File: config.mk
export PLATFORM = sky130hd
export DESIGN_NAME = issue_queue_bank_flat
export DESIGN_NICKNAME = d
export VERILOG_FILES = /design/src/rtl/mips_core_pkg.sv /design/src/rtl/issue_queue_bank_if.sv /design/src/rtl/issue_age_matrix.sv /design/src/rtl/issue_queue_bank.sv /design/src/flat_wrapper.sv
export SDC_FILE = /design/constraint.sdc
export NUM_CORES = 2
export LEC_CHECK = 0
export ABC_AREA = 1
export CAP_MARGIN = 10
export CORE_MARGIN = 2
export CORE_UTILIZATION = 40
export DETAILED_ROUTE_END_ITERATION = 8
export PLACE_DENSITY_LB_ADDON = 0.12
export SKIP_LAST_GASP = 1
export SLEW_MARGIN = 30
export SYNTH_ARGS = -nofsm -noshare
export SYNTH_HDL_FRONTEND = slang
export SYNTH_SLANG_ARGS = --single-unit
File: constraint.sdc
create_clock -name clk -period 35.9 [get_ports clk]
set_clock_uncertainty 0.2 [all_clocks]
set_input_delay 3.59 -clock clk [delete_from_list [all_inputs] [get_ports clk]]
set_output_delay 3.59 -clock clk [all_outputs]
set_load 0.005 [all_outputs]
File: src/rtl/mips_core_pkg.sv
// Shared back-end types and defaults for the issue queue banks.
package mips_core_pkg;

    localparam int IQ_DEPTH        = 8;
    localparam int IQ_DISPATCH_W   = 2;
    localparam int IQ_WAKEUP_PORTS = 2;
    localparam int IQ_PREG_IDX     = 6;
    localparam int IQ_AL_IDX       = 5;
    localparam int IQ_PAYLOAD_W    = 64;

    typedef struct packed {
        logic                    valid;
        logic [IQ_PREG_IDX-1:0]  src1;
        logic                    rdy1;
        logic [IQ_PREG_IDX-1:0]  src2;
        logic                    rdy2;
        logic [IQ_AL_IDX-1:0]    al_id;
        logic [IQ_PAYLOAD_W-1:0] payload;
    } iq_entry_t;

    // Distance of an active-list id from the head, modulo 2^width.
    function automatic int unsigned al_age(input int unsigned id,
                                           input int unsigned head,
                                           input int unsigned width);
        int unsigned mask;
        mask = (width >= 32) ? 32'hFFFF_FFFF : ((32'd1 << width) - 32'd1);
        return (id - head) & mask;
    endfunction

endpackage

File: src/rtl/issue_queue_bank_if.sv
// Dispatch, wakeup, issue and flush signals of one issue queue bank.
interface issue_queue_bank_if
    import mips_core_pkg::*;
#(
    parameter int DEPTH        = IQ_DEPTH,
    parameter int DISPATCH_W   = IQ_DISPATCH_W,
    parameter int WAKEUP_PORTS = IQ_WAKEUP_PORTS,
    parameter int PREG_IDX     = IQ_PREG_IDX,
    parameter int AL_IDX       = IQ_AL_IDX,
    parameter int PAYLOAD_W    = IQ_PAYLOAD_W
);
    logic [DISPATCH_W-1:0]                  disp_valid;
    logic                                   disp_ready;
    logic [DISPATCH_W-1:0][PREG_IDX-1:0]    disp_src1;
    logic [DISPATCH_W-1:0][PREG_IDX-1:0]    disp_src2;
    logic [DISPATCH_W-1:0]                  disp_src1_rdy;
    logic [DISPATCH_W-1:0]                  disp_src2_rdy;
    logic [DISPATCH_W-1:0][AL_IDX-1:0]      disp_al_id;
    logic [DISPATCH_W-1:0][PAYLOAD_W-1:0]   disp_payload;
    logic [WAKEUP_PORTS-1:0]                wb_valid;
    logic [WAKEUP_PORTS-1:0][PREG_IDX-1:0]  wb_preg;
    logic                                   iss_valid;
    logic                                   iss_ready;
    logic [PREG_IDX-1:0]                    iss_src1;
    logic [PREG_IDX-1:0]                    iss_src2;
    logic [AL_IDX-1:0]                      iss_al_id;
    logic [PAYLOAD_W-1:0]                   iss_payload;
    logic                                   flush_valid;
    logic                                   flush_all;
    logic [AL_IDX-1:0]                      flush_al_id;
    logic [AL_IDX-1:0]                      al_head;
    logic [$clog2(DEPTH):0]                 free_count;
    logic                                   empty;

    modport master (
        output disp_valid, disp_src1, disp_src2, disp_src1_rdy, disp_src2_rdy,
               disp_al_id, disp_payload, wb_valid, wb_preg, iss_ready,
               flush_valid, flush_all, flush_al_id, al_head,
        input  disp_ready, iss_valid, iss_src1, iss_src2, iss_al_id, iss_payload,
               free_count, empty
    );

    modport slave (
        input  disp_valid, disp_src1, disp_src2, disp_src1_rdy, disp_src2_rdy,
               disp_al_id, disp_payload, wb_valid, wb_preg, iss_ready,
               flush_valid, flush_all, flush_al_id, al_head,
        output disp_ready, iss_valid, iss_src1, iss_src2, iss_al_id, iss_payload,
               free_count, empty
    );
endinterface

File: src/rtl/issue_age_matrix.sv
// Older-than matrix for the issue queue; reports the oldest ready entry one-hot.
module issue_age_matrix #(
    parameter int DEPTH = 8
) (
    input  logic                         clk,
    input  logic                         rst_n,
    input  logic [DEPTH-1:0]             alloc,
    input  logic [DEPTH-1:0][DEPTH-1:0]  alloc_prior,
    input  logic [DEPTH-1:0]             valid,
    input  logic [DEPTH-1:0]             free,
    input  logic [DEPTH-1:0]             cand,
    output logic [DEPTH-1:0]             oldest
);
    // older[i][j] set means entry i is older than entry j
    logic [DEPTH-1:0][DEPTH-1:0] older;

    always_ff @(posedge clk) begin
        if (!rst_n) begin
            older <= '0;
        end else begin
            for (int i = 0; i < DEPTH; i++) begin
                for (int j = 0; j < DEPTH; j++) begin
                    if (free[i] || free[j])
                        older[i][j] <= 1'b0;
                    // A new entry is younger than all survivors and than earlier lanes
                    if (alloc[j])
                        older[i][j] <= (valid[i] && !free[i]) || alloc_prior[j][i];
                    else if (alloc[i])
                        older[i][j] <= 1'b0;
                end
            end
        end
    end

    always_comb begin
        for (int j = 0; j < DEPTH; j++) begin
            oldest[j] = cand[j];
            for (int i = 0; i < DEPTH; i++)
                if (cand[i] && older[i][j])
                    oldest[j] = 1'b0;
        end
    end
endmodule

File: src/rtl/issue_queue_bank.sv
// Self-registered issue queue bank: dispatch, wakeup, single-issue select, flush.
// Define ISSUE_AGE_SELECT_EN for oldest-first select; otherwise lowest index wins.
module issue_queue_bank
    import mips_core_pkg::*;
#(
    parameter int DEPTH        = IQ_DEPTH,
    parameter int DISPATCH_W   = IQ_DISPATCH_W,
    parameter int WAKEUP_PORTS = IQ_WAKEUP_PORTS,
    parameter int PREG_IDX     = IQ_PREG_IDX,
    parameter int AL_IDX       = IQ_AL_IDX,
    parameter int PAYLOAD_W    = IQ_PAYLOAD_W
) (
    input  logic              clk,
    input  logic              rst_n,
    issue_queue_bank_if.slave iq
);
    localparam int CNT_W  = $clog2(DEPTH) + 1;
    localparam int LANE_W = (DISPATCH_W > 1) ? $clog2(DISPATCH_W) : 1;

    logic [DEPTH-1:0]     valid, rdy1, rdy2;
    logic [PREG_IDX-1:0]  src1    [DEPTH];
    logic [PREG_IDX-1:0]  src2    [DEPTH];
    logic [AL_IDX-1:0]    al_id   [DEPTH];
    logic [PAYLOAD_W-1:0] payload [DEPTH];
    logic [CNT_W-1:0]     free_count;
    logic                 lock_vld;
    logic [DEPTH-1:0]     lock_oh;

    logic [WAKEUP_PORTS-1:0]               wb_valid;
    logic [WAKEUP_PORTS-1:0][PREG_IDX-1:0] wb_preg;
    logic                                  disp_ready, disp_fire, iss_fire, any_cand, lock_hit;
    logic                                  found;
    logic [DEPTH-1:0]                      slot_alloc, lane_mask, cand, pick, sel, freed, squash;
    logic [DEPTH-1:0][DEPTH-1:0]           slot_prior;
    logic [LANE_W-1:0]                     slot_lane [DEPTH];
    logic [CNT_W-1:0]                      n_alloc, n_freed, n_squash;
    int unsigned                           flush_age;

    assign wb_valid = iq.wb_valid;
    assign wb_preg  = iq.wb_preg;

    function automatic logic woken(input logic [PREG_IDX-1:0] tag);
        logic hit;
        hit = 1'b0;
        for (int k = 0; k < WAKEUP_PORTS; k++)
            if (wb_valid[k] && wb_preg[k] == tag)
                hit = 1'b1;
        return hit;
    endfunction

    function automatic logic [CNT_W-1:0] popcnt(input logic [DEPTH-1:0] v);
        logic [CNT_W-1:0] n;
        n = '0;
        for (int i = 0; i < DEPTH; i++)
            n = n + CNT_W'(v[i]);
        return n;
    endfunction

    assign disp_ready = (free_count >= CNT_W'(DISPATCH_W));
    assign disp_fire  = (|iq.disp_valid) && disp_ready && !iq.flush_valid;

    // Lane l takes the l-th lowest free slot
    always_comb begin
        slot_alloc = '0;
        slot_prior = '0;
        lane_mask  = '0;
        found      = 1'b0;
        for (int s = 0; s < DEPTH; s++)
            slot_lane[s] = '0;
        for (int l = 0; l < DISPATCH_W; l++) begin
            found = 1'b0;
            if (disp_fire && iq.disp_valid[l]) begin
                for (int s = 0; s < DEPTH; s++) begin
                    if (!found && !valid[s] && !lane_mask[s]) begin
                        found         = 1'b1;
                        slot_alloc[s] = 1'b1;
                        slot_lane[s]  = LANE_W'(l);
                        slot_prior[s] = lane_mask;
                        lane_mask[s]  = 1'b1;
                    end
                end
            end
        end
    end

    always_comb begin
        flush_age = al_age(32'(iq.flush_al_id), 32'(iq.al_head), AL_IDX);
        for (int i = 0; i < DEPTH; i++)
            squash[i] = valid[i] && iq.flush_valid &&
                        (iq.flush_all ||
                         al_age(32'(al_id[i]), 32'(iq.al_head), AL_IDX) > flush_age);
    end

    assign cand = valid & rdy1 & rdy2;

`ifdef ISSUE_AGE_SELECT_EN
    issue_age_matrix #(.DEPTH(DEPTH)) u_age_matrix (
        .clk         (clk),
        .rst_n       (rst_n),
        .alloc       (slot_alloc),
        .alloc_prior (slot_prior),
        .valid       (valid),
        .free        (freed | squash),
        .cand        (cand),
        .oldest      (pick)
    );
`else
    always_comb begin
        pick = '0;
        for (int i = DEPTH - 1; i >= 0; i--)
            if (cand[i])
                pick = DEPTH'(1) << i;
    end
`endif

    // A stalled selection stays locked until the functional unit takes it
    assign lock_hit  = lock_vld && |(lock_oh & cand);
    assign sel       = lock_hit ? lock_oh : pick;
    assign any_cand  = |cand;
    assign iss_fire  = any_cand && !iq.flush_valid && iq.iss_ready;
    assign freed     = iss_fire ? sel : '0;
    assign n_alloc   = popcnt(slot_alloc);
    assign n_freed   = popcnt(freed);
    assign n_squash  = popcnt(squash);

    always_comb begin
        iq.iss_src1    = '0;
        iq.iss_src2    = '0;
        iq.iss_al_id   = '0;
        iq.iss_payload = '0;
        for (int i = 0; i < DEPTH; i++) begin
            if (sel[i]) begin
                iq.iss_src1    = src1[i];
                iq.iss_src2    = src2[i];
                iq.iss_al_id   = al_id[i];
                iq.iss_payload = payload[i];
            end
        end
    end

    assign iq.iss_valid  = any_cand && !iq.flush_valid;
    assign iq.disp_ready = disp_ready;
    assign iq.free_count = free_count;
    assign iq.empty      = (free_count == CNT_W'(DEPTH));

    always_ff @(posedge clk) begin
        if (!rst_n) begin
            valid      <= '0;
            rdy1       <= '0;
            rdy2       <= '0;
            free_count <= CNT_W'(DEPTH);
            lock_vld   <= 1'b0;
        end else begin
            free_count <= free_count + n_freed + n_squash - n_alloc;
            lock_vld   <= iq.iss_valid && !iq.iss_ready;
            for (int i = 0; i < DEPTH; i++) begin
                if (squash[i] || freed[i])
                    valid[i] <= 1'b0;
                else if (slot_alloc[i])
                    valid[i] <= 1'b1;
                if (slot_alloc[i]) begin
                    rdy1[i] <= iq.disp_src1_rdy[slot_lane[i]] || woken(iq.disp_src1[slot_lane[i]]);
                    rdy2[i] <= iq.disp_src2_rdy[slot_lane[i]] || woken(iq.disp_src2[slot_lane[i]]);
                end else begin
                    rdy1[i] <= rdy1[i] || (valid[i] && woken(src1[i]));
                    rdy2[i] <= rdy2[i] || (valid[i] && woken(src2[i]));
                end
            end
        end
    end

    always_ff @(posedge clk) begin
        lock_oh <= sel;
        for (int i = 0; i < DEPTH; i++) begin
            if (slot_alloc[i]) begin
                src1[i]    <= iq.disp_src1[slot_lane[i]];
                src2[i]    <= iq.disp_src2[slot_lane[i]];
                al_id[i]   <= iq.disp_al_id[slot_lane[i]];
                payload[i] <= iq.disp_payload[slot_lane[i]];
            end
        end
    end
endmodule

File: src/flat_wrapper.sv
// flat-port wrapper written by rule: the top's interface ports become plain ports
module issue_queue_bank_flat import mips_core_pkg::*;
#(
    parameter int DEPTH        = IQ_DEPTH,
    parameter int DISPATCH_W   = IQ_DISPATCH_W,
    parameter int WAKEUP_PORTS = IQ_WAKEUP_PORTS,
    parameter int PREG_IDX     = IQ_PREG_IDX,
    parameter int AL_IDX       = IQ_AL_IDX,
    parameter int PAYLOAD_W    = IQ_PAYLOAD_W
)
  (clk, rst_n, iq_disp_valid, iq_disp_src1, iq_disp_src2, iq_disp_src1_rdy, iq_disp_src2_rdy, iq_disp_al_id, iq_disp_payload, iq_wb_valid, iq_wb_preg, iq_iss_ready, iq_flush_valid, iq_flush_all, iq_flush_al_id, iq_al_head, iq_disp_ready, iq_iss_valid, iq_iss_src1, iq_iss_src2, iq_iss_al_id, iq_iss_payload, iq_free_count, iq_empty);
  issue_queue_bank_if #(.DEPTH(DEPTH), .DISPATCH_W(DISPATCH_W), .WAKEUP_PORTS(WAKEUP_PORTS), .PREG_IDX(PREG_IDX), .AL_IDX(AL_IDX), .PAYLOAD_W(PAYLOAD_W)) iq_i ();
  input  logic clk;
  input  logic rst_n;
  input wire logic [$bits(iq_i.disp_valid)-1:0] iq_disp_valid;
  input wire logic [$bits(iq_i.disp_src1)-1:0] iq_disp_src1;
  input wire logic [$bits(iq_i.disp_src2)-1:0] iq_disp_src2;
  input wire logic [$bits(iq_i.disp_src1_rdy)-1:0] iq_disp_src1_rdy;
  input wire logic [$bits(iq_i.disp_src2_rdy)-1:0] iq_disp_src2_rdy;
  input wire logic [$bits(iq_i.disp_al_id)-1:0] iq_disp_al_id;
  input wire logic [$bits(iq_i.disp_payload)-1:0] iq_disp_payload;
  input wire logic [$bits(iq_i.wb_valid)-1:0] iq_wb_valid;
  input wire logic [$bits(iq_i.wb_preg)-1:0] iq_wb_preg;
  input wire logic [$bits(iq_i.iss_ready)-1:0] iq_iss_ready;
  input wire logic [$bits(iq_i.flush_valid)-1:0] iq_flush_valid;
  input wire logic [$bits(iq_i.flush_all)-1:0] iq_flush_all;
  input wire logic [$bits(iq_i.flush_al_id)-1:0] iq_flush_al_id;
  input wire logic [$bits(iq_i.al_head)-1:0] iq_al_head;
  output wire logic [$bits(iq_i.disp_ready)-1:0] iq_disp_ready;
  output wire logic [$bits(iq_i.iss_valid)-1:0] iq_iss_valid;
  output wire logic [$bits(iq_i.iss_src1)-1:0] iq_iss_src1;
  output wire logic [$bits(iq_i.iss_src2)-1:0] iq_iss_src2;
  output wire logic [$bits(iq_i.iss_al_id)-1:0] iq_iss_al_id;
  output wire logic [$bits(iq_i.iss_payload)-1:0] iq_iss_payload;
  output wire logic [$bits(iq_i.free_count)-1:0] iq_free_count;
  output wire logic [$bits(iq_i.empty)-1:0] iq_empty;
  assign iq_i.disp_valid = iq_disp_valid;
  assign iq_i.disp_src1 = iq_disp_src1;
  assign iq_i.disp_src2 = iq_disp_src2;
  assign iq_i.disp_src1_rdy = iq_disp_src1_rdy;
  assign iq_i.disp_src2_rdy = iq_disp_src2_rdy;
  assign iq_i.disp_al_id = iq_disp_al_id;
  assign iq_i.disp_payload = iq_disp_payload;
  assign iq_i.wb_valid = iq_wb_valid;
  assign iq_i.wb_preg = iq_wb_preg;
  assign iq_i.iss_ready = iq_iss_ready;
  assign iq_i.flush_valid = iq_flush_valid;
  assign iq_i.flush_all = iq_flush_all;
  assign iq_i.flush_al_id = iq_flush_al_id;
  assign iq_i.al_head = iq_al_head;
  assign iq_disp_ready = iq_i.disp_ready;
  assign iq_iss_valid = iq_i.iss_valid;
  assign iq_iss_src1 = iq_i.iss_src1;
  assign iq_iss_src2 = iq_i.iss_src2;
  assign iq_iss_al_id = iq_i.iss_al_id;
  assign iq_iss_payload = iq_i.iss_payload;
  assign iq_free_count = iq_i.free_count;
  assign iq_empty = iq_i.empty;
  issue_queue_bank #(.DEPTH(DEPTH), .DISPATCH_W(DISPATCH_W), .WAKEUP_PORTS(WAKEUP_PORTS), .PREG_IDX(PREG_IDX), .AL_IDX(AL_IDX), .PAYLOAD_W(PAYLOAD_W)) u_core (.clk(clk), .rst_n(rst_n), .iq(iq_i));
endmodule
==> results.yml <==
setup_path:
  worstSetupEndpointType: "flop"
  slowest_stage: "clkdlybuf4s50_1"
  worst-setup-path-type: "in -> reg"
  crit_fanout: 9
  max_stage_delay_ns: 0.84
  required_ns: 36.25
  critPathLaunchType: "primary input"
  crit_top_cell: "fa_1"
  cp.arrival_ns: 10.26
logic_synthesis:
  yosys.area_share.adder: 0.0369
  synth_top_family_by_area: "simple AND/OR/NAND/NOR gates"
  async_flop_share: 0
  synth_area_per_cell_um2: 7.70
  netlist_area_um2: 43800
  synthFlopType: "edfxtp_1"
  postSynthCellCount: 5691
  synth_cell_type_count: 53
  syn_nets: 6001
  synth-edff-count: 648
  synthSimpleGateAreaFrac: 0.249
  muxShareOfSynthArea: 0
  synth-xor-area-share: 0.0246
  yosysWarnings: 0
  seq_area_frac_synth: 0.461
  ys_ff_latch: 685
  synth-compound-area-share: 0.145
sta:
  hold_violations: 0
  fin_ws_ns: 25.98
  fin_tns_setup_ns: 0
  tightest_slew_ns: 1.08
  rsz0062_at_grt: "false"
  fmax_ghz: 0.101
  finalCritPeriodShare: 0.276
  finalMaxSlewViolations: 0
  slew_headroom: 0.279
  finalSetupViolations: 0
  period_needed_ns: 9.92
floorplan:
  ios: 285
  fp-row-count: 121
  die_w_um: 335
  dieArea_um2: 112000
  initial_core_util: 0.403
  coreArea_um2: 109000
  fp.dieH_um: 335
clock_network:
  cts_root_buf: "clkbuf_16"
  clk_latency_ns: 0.65
  holdBufCountCts: 0
  cts_resized: 0
  cts_buffer_depth: 3
  post_cts_buffers: 0
  cts_buffers: 84
  cts_tree: "yes"
  path_clk_slew_ns: 0.06
  clock_sinks: 685
  h-tree-depth: 3
global_routing:
  grt_max_degree: 94
  grt.overflow.total: 0
  track_usage: 0.295
  antenna_found_initial: 10
  grt_pass1_wl_um: 247000
  grt_pass1_vias: 37900
place:
  place_inst: 7041
  dp_hpwl_um: 100000
  place_ws_ns: 25.27
  placed_cell_area_um2: 47400
  portBuffers: 284
  gp_congestion: 0.945
routing:
  ant_nets: 0
  viasPerCell: 5.58
  vias: 40100
  drtIter0Drc: 4264
  first_pass_iters: 7
  routedWlPerCell_um: 23.4
  drc: 0
  routed_wl_um: 168000
final_layout:
  drive_gt1_frac: 0.0549
  fill_cells: 10700
  fin_nets: 6024
  area_delta_synth_final_pct: 14.5
  fin_area_um2: 50100
  finalNonFillerCells: 7191
pwr:
  p_per_area_nw_per_um2: 42.0
  ir_worst_vdd_mv: 0.0302
  totalPowerFinal_uw: 2110
  leakage_uw: 0.0217
run_status:
  status: "completed"
worst_hold_path:
  hold_path_class: "reg -> reg"
run:
  drv_cap: 0
[final timing paths]
| check | from | end | depth (start not counted) | slack [ns] |
|---|---|---|---|---|
| max | iq_al_head[0] | u_core.iq.free_count[1] | 28 | 25.98 |
| min | u_core.rdy1[0] | u_core.rdy1[0] | 3 | 0.36 |
| max reg2reg | u_core.valid[1] | u_core.iq.free_count[1] | 22 | 28.10 |
| min reg2reg | u_core.rdy1[0] | u_core.rdy1[0] | 3 | 0.36 |
[worst max-delay path: cells and delay by family]
family | cells | cell delay [ns]
xor gates and xnor gates | 1 | 0.13
adders and majority gates | 10 | 4.18
AOI/OAI and AO/OA | 2 | 0.35
and+or+nand+nor | 6 | 0.58
buffers and inverters | 9 | 1.45
[sequential cells by signal (all words and copies together), names as in the netlist]
| signal | count |
|---|---|
| u_core.payload | 512 |
| u_core.rdy1 | 8 |
| u_core.iq.free_count | 4 |
| u_core.src2 | 48 |
| u_core.lock_vld | 1 |
| u_core.rdy2 | 8 |
| u_core.src1 | 48 |
| u_core.lock_oh | 8 |
| u_core.valid | 8 |
| u_core.al_id | 40 |
[cell usage in the layout (no fill, tap or decap), drive strengths merged, types with 20 or more instances in the layout]
cell type      Yosys  layout
xor2              99      99
o2111ai           24      24
xnor2             24      24
nand4             41      41
ha                86      86
nand3            288     288
clkbuf           298     102
nor3              34      34
a21oi            223     223
o22ai             84      84
edfxtp           648     648
o21ai            710     710
nor2             356     356
a221oi            20      20
fa                27      27
inv              496     499
clkdlybuf4s50      0     283
or2               39      39
dfxtp             37      37
buf              123      75
nand2           1924    1924
clkinv             8      39
[cell type report]
class | instances | area, um2 | area share
Sequential cell | 685 | 20200 | 0.403
Multi-Input combinational cell | 4081 | 20100 | 0.401
Timing Repair Buffer | 358 | 3450 | 0.0688
Clock buffer | 102 | 2190 | 0.0437
Inverter | 504 | 1910 | 0.0382
Tap cell | 1414 | 1770 | 0.0353
Clock inverter | 45 | 502 | 0.0100
Antenna cell | 2 | 5.00 | 0.0000998
[where the power goes]
part | switching, uW | internal (uW)
registers | 12.8 | 912
logic | 208 | 114
clock network | 356 | 505
total | 576 | 1530
[per-stage QoR]
stage,util,hold slack (ns)
after floorplan,-,0.316
after global placement,0.436,0.339
after detailed placement,0.436,0.340
after CTS,0.461,0.354
after global routing,0.461,0.391
final,0.461,0.358
[synthesized netlist by cell type, drive strengths merged (84+ instances only)]
master	instances	area (um2)
a21oi	223	1120
buf	123	598
clkbuf	298	1170
edfxtp	648	19500
ha	86	1080
inv	496	1860
nand2	1924	7230
nand3	288	1470
nor2	356	1410
o21ai	710	3600
o22ai	84	526
xor2	99	867
[metal layers]
layer  up-vias  routed length, um  global-route usage
met4        10               5720               0.100
li1      19000                  -                   -
met3       367              15500              0.0582
met1     18900              71200               0.402
met2      1914              75800               0.468
met5         -                 58                   0
[cell families (layout without fill, tap and decap cells)]
logic type | count (synthesis) | after routing
AO/OA/AOI/OAI | 1149 | 1149
XOR/XNOR | 123 | 123
adder cells (fa/ha/maj) | 113 | 113
buffers and inverters | 925 | 1009
flip-flops | 685 | 685
other | 0 | 2
AND/OR/NAND/NOR | 2696 | 2696
Note: power is estimated with default switching activity, not from simulation.
